==> config.mk <==
export PLATFORM = sky130hd
export DESIGN_NAME = aukv_muldiv
export DESIGN_NICKNAME = d
export VERILOG_FILES = /design/src/rtl/aukv_pkg.sv /design/src/rtl/aukv_muldiv_step.sv /design/src/rtl/aukv_muldiv.sv
export SDC_FILE = /design/constraint.sdc
export NUM_CORES = 1
export LEC_CHECK = 0
export ABC_AREA = 1
export BUFFER_PORTS_ARGS = -buffer_cell sky130_fd_sc_hd__buf_2
export CELL_PAD_IN_SITES_DETAIL_PLACEMENT = 0
export CELL_PAD_IN_SITES_GLOBAL_PLACEMENT = 1
export CORE_ASPECT_RATIO = 1.75
export CORE_MARGIN = 3
export CORE_UTILIZATION = 44
export CTS_CLUSTER_SIZE = 16
export DETAILED_ROUTE_END_ITERATION = 12
export PLACE_DENSITY_LB_ADDON = 0.1
export SKIP_CTS_REPAIR_TIMING = 1
export SYNTH_ARGS = -nofsm -noshare
export SYNTH_HDL_FRONTEND = slang
export SYNTH_SLANG_ARGS = --single-unit
==> constraint.sdc <==
create_clock -name i_clk -period 3.3 [get_ports i_clk]
set_input_delay 0.66 -clock i_clk [delete_from_list [all_inputs] [get_ports i_clk]]
set_output_delay 0.66 -clock i_clk [all_outputs]
set_load 0.01 [all_outputs]
==> src/rtl/aukv_pkg.sv <==
// Shared definitions for the iterative RV32M multiply/divide unit.
package aukv_pkg;

    localparam int XLEN_DEF = 32;

    localparam logic [2:0] MULDIV_MUL    = 3'd0;
    localparam logic [2:0] MULDIV_MULH   = 3'd1;
    localparam logic [2:0] MULDIV_MULHSU = 3'd2;
    localparam logic [2:0] MULDIV_MULHU  = 3'd3;
    localparam logic [2:0] MULDIV_DIV    = 3'd4;
    localparam logic [2:0] MULDIV_DIVU   = 3'd5;
    localparam logic [2:0] MULDIV_REM    = 3'd6;
    localparam logic [2:0] MULDIV_REMU   = 3'd7;

    typedef enum logic [1:0] {
        ST_IDLE = 2'd0,
        ST_BUSY = 2'd1,
        ST_FIX  = 2'd2,
        ST_DONE = 2'd3
    } muldiv_state_e;

endpackage

==> src/rtl/aukv_muldiv_step.sv <==
// One radix-2 step: shift-add for multiply, restoring trial-subtract for divide.
module aukv_muldiv_step #(
    parameter int XLEN = 32
) (
    input  logic                is_div,
    input  logic [2*XLEN-1:0]   acc,
    input  logic [XLEN-1:0]     opb,
    output logic [2*XLEN-1:0]   acc_nxt
);

    logic [XLEN:0] sum;
    logic [XLEN:0] shifted;
    logic [XLEN:0] trial;

    always_comb begin
        sum     = {1'b0, acc[2*XLEN-1:XLEN]} + (acc[0] ? {1'b0, opb} : {(XLEN+1){1'b0}});
        // Divide: {remainder, next dividend bit} against the divisor.
        shifted = acc[2*XLEN-1:XLEN-1];
        trial   = shifted - {1'b0, opb};
        if (is_div) begin
            if (trial[XLEN]) begin
                acc_nxt = {shifted[XLEN-1:0], acc[XLEN-2:0], 1'b0};
            end else begin
                acc_nxt = {trial[XLEN-1:0], acc[XLEN-2:0], 1'b1};
            end
        end else begin
            acc_nxt = {sum, acc[XLEN-1:1]};
        end
    end

endmodule

==> src/rtl/aukv_muldiv.sv <==
// Iterative RV32M multiply/divide unit: FSM, counter, sign handling and handshake.
// IDLE accept | BUSY one step per cycle | FIX sign fixup, select result | DONE hold result
module aukv_muldiv
    import aukv_pkg::*;
#(
    parameter int XLEN = XLEN_DEF,
    parameter int TAGW = 5
) (
    input  logic            i_clk,
    input  logic            i_rstn,
    input  logic            i_flush,
    input  logic            i_valid,
    output logic            i_ready,
    input  logic [2:0]      i_op,
    input  logic [XLEN-1:0] i_rs1,
    input  logic [XLEN-1:0] i_rs2,
    input  logic [TAGW-1:0] i_tag,
    output logic            o_valid,
    input  logic            o_ready,
    output logic [XLEN-1:0] o_rd,
    output logic [TAGW-1:0] o_tag
);

    localparam int CW = $clog2(XLEN);
    localparam logic [XLEN-1:0] MIN_INT = {1'b1, {(XLEN-1){1'b0}}};
    localparam logic [CW-1:0]   CNT_INIT = CW'(XLEN-1);

    muldiv_state_e      state_q, state_d;
    logic [2:0]         op_q, op_d;
    logic [TAGW-1:0]    tag_q, tag_d;
    logic [CW-1:0]      cnt_q, cnt_d;
    logic               neg_q, neg_d;
    logic [XLEN-1:0]    opb_q, opb_d;
    logic [2*XLEN-1:0]  acc_q, acc_d;
    logic [XLEN-1:0]    rd_q, rd_d;
    logic [TAGW-1:0]    otag_q, otag_d;

    logic [2*XLEN-1:0]  acc_step;
    logic               sa, sb;
    logic [XLEN-1:0]    ma, mb;
    logic               div_zero, div_ovf;
    logic [2*XLEN-1:0]  prod_f;
    logic [XLEN-1:0]    quo_f, rem_f;

    aukv_muldiv_step #(.XLEN(XLEN)) u_step (
        .is_div  (op_q[2]),
        .acc     (acc_q),
        .opb     (opb_q),
        .acc_nxt (acc_step)
    );

    always_comb begin
        sa = ((i_op == MULDIV_MULH) || (i_op == MULDIV_MULHSU) ||
              (i_op == MULDIV_DIV)  || (i_op == MULDIV_REM)) && i_rs1[XLEN-1];
        sb = ((i_op == MULDIV_MULH) || (i_op == MULDIV_DIV) ||
              (i_op == MULDIV_REM)) && i_rs2[XLEN-1];
        ma = sa ? -i_rs1 : i_rs1;
        mb = sb ? -i_rs2 : i_rs2;
        div_zero = i_op[2] && (i_rs2 == '0);
        div_ovf  = ((i_op == MULDIV_DIV) || (i_op == MULDIV_REM)) &&
                   (i_rs1 == MIN_INT) && (i_rs2 == '1);

        prod_f = neg_q ? -acc_q : acc_q;
        quo_f  = neg_q ? -acc_q[XLEN-1:0] : acc_q[XLEN-1:0];
        rem_f  = neg_q ? -acc_q[2*XLEN-1:XLEN] : acc_q[2*XLEN-1:XLEN];
    end

    always_comb begin
        state_d = state_q;
        op_d    = op_q;
        tag_d   = tag_q;
        cnt_d   = cnt_q;
        neg_d   = neg_q;
        opb_d   = opb_q;
        acc_d   = acc_q;
        rd_d    = rd_q;
        otag_d  = otag_q;

        case (state_q)
            ST_IDLE: begin
                if (i_valid) begin
                    op_d  = i_op;
                    tag_d = i_tag;
                    neg_d = (i_op == MULDIV_REM) ? sa : (sa ^ sb);
                    if (i_op[2]) begin
                        acc_d = {{XLEN{1'b0}}, ma};
                        opb_d = mb;
                    end else begin
                        acc_d = {{XLEN{1'b0}}, mb};
                        opb_d = ma;
                    end
                    if (div_zero || div_ovf) begin
                        // Results that never touch the datapath.
                        otag_d  = i_tag;
                        state_d = ST_DONE;
                        if (div_zero) begin
                            rd_d = i_op[1] ? i_rs1 : '1;
                        end else begin
                            rd_d = i_op[1] ? '0 : i_rs1;
                        end
                    end else begin
                        cnt_d   = CNT_INIT;
                        state_d = ST_BUSY;
                    end
                end
            end
            ST_BUSY: begin
                acc_d = acc_step;
                if (cnt_q == '0) begin
                    state_d = ST_FIX;
                end else begin
                    cnt_d = cnt_q - 1'b1;
                end
            end
            ST_FIX: begin
                case (op_q)
                    MULDIV_MUL:                rd_d = prod_f[XLEN-1:0];
                    MULDIV_DIV, MULDIV_DIVU:   rd_d = quo_f;
                    MULDIV_REM, MULDIV_REMU:   rd_d = rem_f;
                    default:                   rd_d = prod_f[2*XLEN-1:XLEN];
                endcase
                otag_d  = tag_q;
                state_d = ST_DONE;
            end
            ST_DONE: begin
                if (o_ready) begin
                    state_d = ST_IDLE;
                end
            end
            default: state_d = ST_IDLE;
        endcase

        if (i_flush) begin
            state_d = ST_IDLE;
            cnt_d   = '0;
            op_d    = op_q;
            tag_d   = tag_q;
            neg_d   = neg_q;
            opb_d   = opb_q;
            acc_d   = acc_q;
            rd_d    = rd_q;
            otag_d  = otag_q;
        end
    end

    always_ff @(posedge i_clk or negedge i_rstn) begin
        if (!i_rstn) begin
            state_q <= ST_IDLE;
            op_q    <= '0;
            tag_q   <= '0;
            cnt_q   <= '0;
            neg_q   <= 1'b0;
            opb_q   <= '0;
            acc_q   <= '0;
            rd_q    <= '0;
            otag_q  <= '0;
        end else begin
            state_q <= state_d;
            op_q    <= op_d;
            tag_q   <= tag_d;
            cnt_q   <= cnt_d;
            neg_q   <= neg_d;
            opb_q   <= opb_d;
            acc_q   <= acc_d;
            rd_q    <= rd_d;
            otag_q  <= otag_d;
        end
    end

    assign i_ready = (state_q == ST_IDLE);
    assign o_valid = (state_q == ST_DONE);
    assign o_rd    = rd_q;
    assign o_tag   = otag_q;

endmodule

[Word level (Yosys, flattened, before mapping)]
Cells that the tools add are included.
Word-level totals
  output and inout port bits: 39
  logic and storage cells: 99
  memory bits (writable): 0
  ROM bits: 0
  memories: 0
  latch bits: 0
  flip-flop bits (word level): 149
Cells by class
  bitwise logic cells: 2
  multipliers: 0
  shifts and indexed selects: 0
  reduce and logical (&&, ||, !) cells: 26
  order comparisons: 0
  divide/modulo/power cells: 0
  $add $sub $neg: 8
  muxes and demuxes: 34
  equality and inequality tests: 20
Operators with widths (count)
  $mux W32: 12
  $mux W64: 4
  $neg A32 Y32: 4
  $pmux W64 S2: 1
  $pmux W32 S3: 1
  $eq A32 B32 Y1 const B: 2
  $neg A64 Y64: 1
  $pmux W32 S2: 1
  $add A32 B33 Y33: 1
  $sub A33 B32 Y33: 1
  $logic_not A32 Y1: 1
  $mux W5: 6
  $pmux W5 S2: 2
  $eq A3 B3 Y1 const B: 6
  $ne A3 B3 Y1 const B: 4
  $mux W2: 5
  $reduce_and A3 Y1: 3
  $pmux W2 S4: 1
  $reduce_and A4 Y1: 2
  $logic_or A1 B1 Y1: 7
  $logic_and A1 B1 Y1: 5
  $logic_not A5 Y1: 1
  $sub A5 B1 Y5 const B: 1
  $eq A2 B2 Y1 const B: 2
  14 further kinds: 16

[Depth between registers and ports, before layout]
  depth in word-level cells: 9
  gate-level depth with buffers: 21

[Modules after synthesis]
A second synthesis with hierarchy kept.
Unflattened totals
  cells, all modules: 3647
  area, all modules: 19678.9 um^2
By module, submodules not included
  aukv_muldiv: times used 1, area an instance 13322.8 um^2, sequential area each 3728.6 um^2, cells an instance 2339
  aukv_muldiv_step: times used 1, area an instance 6356.1 um^2, sequential area each 0.0 um^2, cells an instance 1308

[Worst setup path before layout]
Ideal clock, no wire load.
  path type: register to register
  from: register acc_q[0]
  to: register acc_q[61]
  required time: 3183 ps
  period minus slack after synthesis: 2601 ps
  cell stages (with the launch flop): 20
  slack: 699 ps
  data arrival time: 2484 ps
  cells stage by stage: dfrtp_1 -> buf_2 -> clkbuf_1 -> nand2_1 -> inv_1 -> ha_1 -> inv_1 -> fa_1 -> o21ai_0 -> nand2_1 -> nand2_1 -> nand2_1 -> nand2_1 -> nand3_1 -> nand3_1 -> nand3_1 -> nand2_1 -> inv_1 -> nand2_1 -> nand2_1
Between the ends
  longest elaborated chain between the ends: 4
RTL lines
  from (decl): RTL line aukv_muldiv.sv:34  | logic [2*XLEN-1:0] acc_q, acc_d;
  from (signal assigned): RTL line aukv_muldiv.sv:154  | acc_q <= '0;
  from (signal assigned): RTL line aukv_muldiv.sv:164  | acc_q <= acc_d;
  $mux W32: RTL line aukv_muldiv_step.sv:16  | sum = {1'b0, acc[2*XLEN-1:XLEN]} + (acc[0] ? {1'b0, opb} : {(XLEN+1){1'b0}});
  $add A32 B33 Y33: RTL line aukv_muldiv_step.sv:16
  $mux W64: RTL line aukv_muldiv_step.sv:20  | if (is_div) begin
  $pmux W64 S2: RTL line aukv_muldiv.sv:79  | case (state_q)
No other way between the ends.
A chain may end at the register's enable or synchronous reset.

[Worst setup path after layout]
  from: register opb_q[0]
  to: register acc_q[56]
Between the ends
  longest elaborated chain between the ends: 4
  elaborated cells on any way between the ends: 6
RTL lines
  from (decl): RTL line aukv_muldiv.sv:33  | logic [XLEN-1:0] opb_q, opb_d;
  from (signal assigned): RTL line aukv_muldiv.sv:163  | opb_q <= opb_d;
  $mux W32 / $sub A33 B32 Y33 (equally long branches): RTL line aukv_muldiv_step.sv:16, aukv_muldiv_step.sv:19
  $add A32 B33 Y33 / $mux W64 (equally long branches): RTL line aukv_muldiv_step.sv:16, aukv_muldiv_step.sv:21
  $mux W64 *: RTL line aukv_muldiv_step.sv:20
  $pmux W64 S2 *: RTL line aukv_muldiv.sv:79
Every way passes the cells marked *; elsewhere a longest branch is shown, timed or not.

==> results.md <==
* Mapped Nets at about 3,400
* CP peak stage delay at roughly 410 ps
* Minimum clock period at 3230 ps
* Post-Synthesis Cells at ~3,200
* Peak VDD IR at 909 uV
* Critical-path top delay cell: dfrtp_1
* Post-Layout Cell Count at around 3,900
* Final Hold Vio Count at 0
* Clock Path Buffers at 2
* Most frequent standard cell in the layout excluding fill and tap cells: nand2_1
* Commonest cells after routing, fill and taps aside: nand2_1 (1,002), nor2_1 (401), nand3_1 (352)
* Max-Slew Margin vs Limit at about 27%
* Synthesized cell area at roughly 18,000 sq um
* Synth top area share at about 21%
* Fmax at 310 MHz
* Vias per cell at ~6
* Total of max-cap violations at 0
* Core area at 41,000 sq um
* Worst Clk Skew at slightly below 30 ps
* Sequential power share at approximately 17%
* Layout Utilization at between 40% and 50%
* Final hold slack at 199 ps
* CTS tree: yes
* Combinational power share at about 74%
* Vias at 22,960
* Row cnt at just under 100
* Share of cells above drive strength 1 at roughly 9.7%
* Die H at around 280 microns
* Final setup vio count at 0
* Gp weighted congestion at approximately 1.1
* Initial DRC count at ~2,400
* Flop and latch count out of synthesis at 149
* Mean Syn Cell Area at 5.70 sq um
* Final critical-path share of the clock period at 97.8%
* Worst-skew pair later-pin latency at about 470 ps
* CP endpoint kind: register
* Fin area at between 20,000 and 25,000 sq um
* Clk root buf: clkbuf_16
* Synth top area cells: nand2_1 (21%), dfrtp_1 (20%), nand3_1 (9.6%), nor2_1 (8.2%), inv_1 (7.1%)
* Total global routing overflow at 0
* Layout Nets at between 3,000 and 4,000
* DRC violations left at 0
* Placed cells at about 3,800
* Crit Reg-Reg Startpoint: opb_q[0]
* CP required at between 3000 and 4000 ps
* Number of H-tree levels at 4
* Internal Power at between 8 and 9 mW
* Max Transition Viols Final at 0
* Sum Neg Setup Slack at 0 ps
* Power Total at approximately 22 mW
* CTS Buf Count at 17
* Ports at ~120
* CP arrival at about 3600 ps
* Buffers & Inverters on Critical Path at 1
* Final WS setup at ~74 ps
* DIE AREA at 44,200 sq um
* Cells along the critical path: ha_1 -> fa_1 -> inv_1 -> nand2_1 -> nand2_1 -> nand3_1 -> nand2_1 -> nand2_1 -> nand2_2 -> nand2_2 -> nand3_1 -> nand2_8 -> nand3_1 -> nand3_1 -> nand2_1 -> nand2_1
* Crit Path Class: register to register
* PortBufs at between 100 and 150
* Leakage power at between 10 and 15 nW
* Number of global-route vias before repair at between 20,000 and 25,000
* Crit-path leading delay family: simple AND/OR/NAND/NOR gates
* Area after DPL at slightly below 20,000 sq um
* Area leader, netlist: nand2_1
* Initial antenna violation count at 2
* Worst-Margin Slew at ~1100 ps
* Net switching fraction of the power at about 62%
* Layout area overhead at 10.3%
* HPWL after detailed placement at 78,500 microns
* Status: finished clean
* Worst R2R Path Depth at 16
* Initial core utilization at between 40% and 50%
* RR Endpoint: acc_q[56]
* Largest net degree at the start of global routing at 63
* Clock group share of total power at roughly 9.2%
* Sw Pwr at around 14 mW
* PwrDens at roughly 1100 nW/um^2
* Worst-path clk slew at 70 ps
* Place WS at 74.1 ps
* Synth warn at 0
* Post-synthesis sequential area ratio at 20.4%
* Startpoint Class: register
* Worst path most repeated cell: nand2_1
* Clock sinks at ~150
* Post-synth cell types at 55
* RSZ-0062 raised after global routing: no
* Die Wd at about 160 microns
* ANT nets after route at 0
* Crit Path Max Fanout at 33
* DR WL/cell at approximately 25 microns
* First-pass GRT wire length at between 100,000 and 150,000 microns
* Pre-antenna DRT Iters at 9
* Drt total wl at slightly below 100,000 microns
* Hold Path Class: input pin to async pin
* GRT Total Usage at a little over two fifths
* R2R setup slack at 70 ps
kinds of logic after synthesis:
logic type / after synthesis / synth area share (%)
compound gates: 512 / 15.6
fa+ha+maj: 77 / 5.34
buf+inv: 479 / 10.7
simple gates: 1931 / 44.9
xor+xnor: 64 / 3.06
flops: 149 / 20.4
flip-flops by register name, summed over array words and instances, names as in the netlist:
name	flops
o_rd	32
neg_q	1
op_q	3
opb_q	32
cnt_q	5
tag_q	5
state_q	2
acc_q	64
o_tag	5
routing by layer:
| metal | vias to the layer above | track usage (%) | routed length [microns] | part of all wire, % |
|---|---|---|---|---|
| met2 | 1255 | 77.3 | 47400 | 49 |
| li1 | 10644 | - | - | - |
| met5 | - | 0 | 0 | 0 |
| met3 | 479 | 7.60 | 6510 | 6.7 |
| met1 | 10582 | 39.5 | 30200 | 31 |
| met4 | 0 | 43.8 | 12600 | 13 |
synthesized netlist by cell type, drive strengths merged:
master and instances:
and3 3, ha 75, xnor2 10, a22oi 14
o21a 4, or2 16, dfrtp 149, o22ai 5
a21o 7, clkbuf 66, a21oi 200, o2111ai 1
fa 2, and2 5, o21bai 4, nor2 423
clkinv 4, o211ai 42, a31oi 4, nor3b 1
inv 359, buf 50, a211o 1, o221ai 11
nand4 43, nor4 11, xor2 54, o21ai 215
nand3 358, a21boi 2, nand3b 21, nand2 1019
a211oi 2, nor3 31
worst register-to-register path, stage by stage, from the launching register on:
cell and delay [ps]:
dfrtp_1 410, ha_1 240, fa_1 400, inv_1 80, nand2_1 50, nand2_1 200, nand3_1 110, nand2_1 180
nand2_1 100, nand2_2 150, nand2_2 100, nand3_1 180, nand2_8 220, nand3_1 180, nand3_1 250, nand2_1 180
nand2_1 70
worst max path at each step:
stage,slack (ps),end,startpoint,cells past startpoint
2_1_floorplan,700,acc_q[61],acc_q[0],19
3_3_place_gp,100,acc_q[63],acc_q[0],16
3_5_place_dp,70,acc_q[61],opb_q[0],17
4_1_cts,60,acc_q[61],opb_q[0],17
5_1_grt,40,acc_q[57],opb_q[0],16
6_report,70,acc_q[56],opb_q[0],16
power by group through the flow:
stage	logic (mW)	registers, mW	clock network, mW
after floorplan	10.2	3.36	0
after global placement	15.6	3.73	0
after detailed placement	15.7	3.74	0
after CTS	15.8	3.72	2.03
after global routing	17.7	3.80	2.09
final	16.3	3.79	2.04
cell type report:
cell class	instances	area, sq um
Timing Repair Buffer	195	1190
Clock inverter	15	143
Sequential cell	149	3730
Inverter	363	1360
Clock buffer	17	425
Multi-Input combinational cell	2584	12600
Antenna cell	1	2.50
Fill cell	4585	20800
Tap cell	550	688
(Power assumes the default switching activity.)
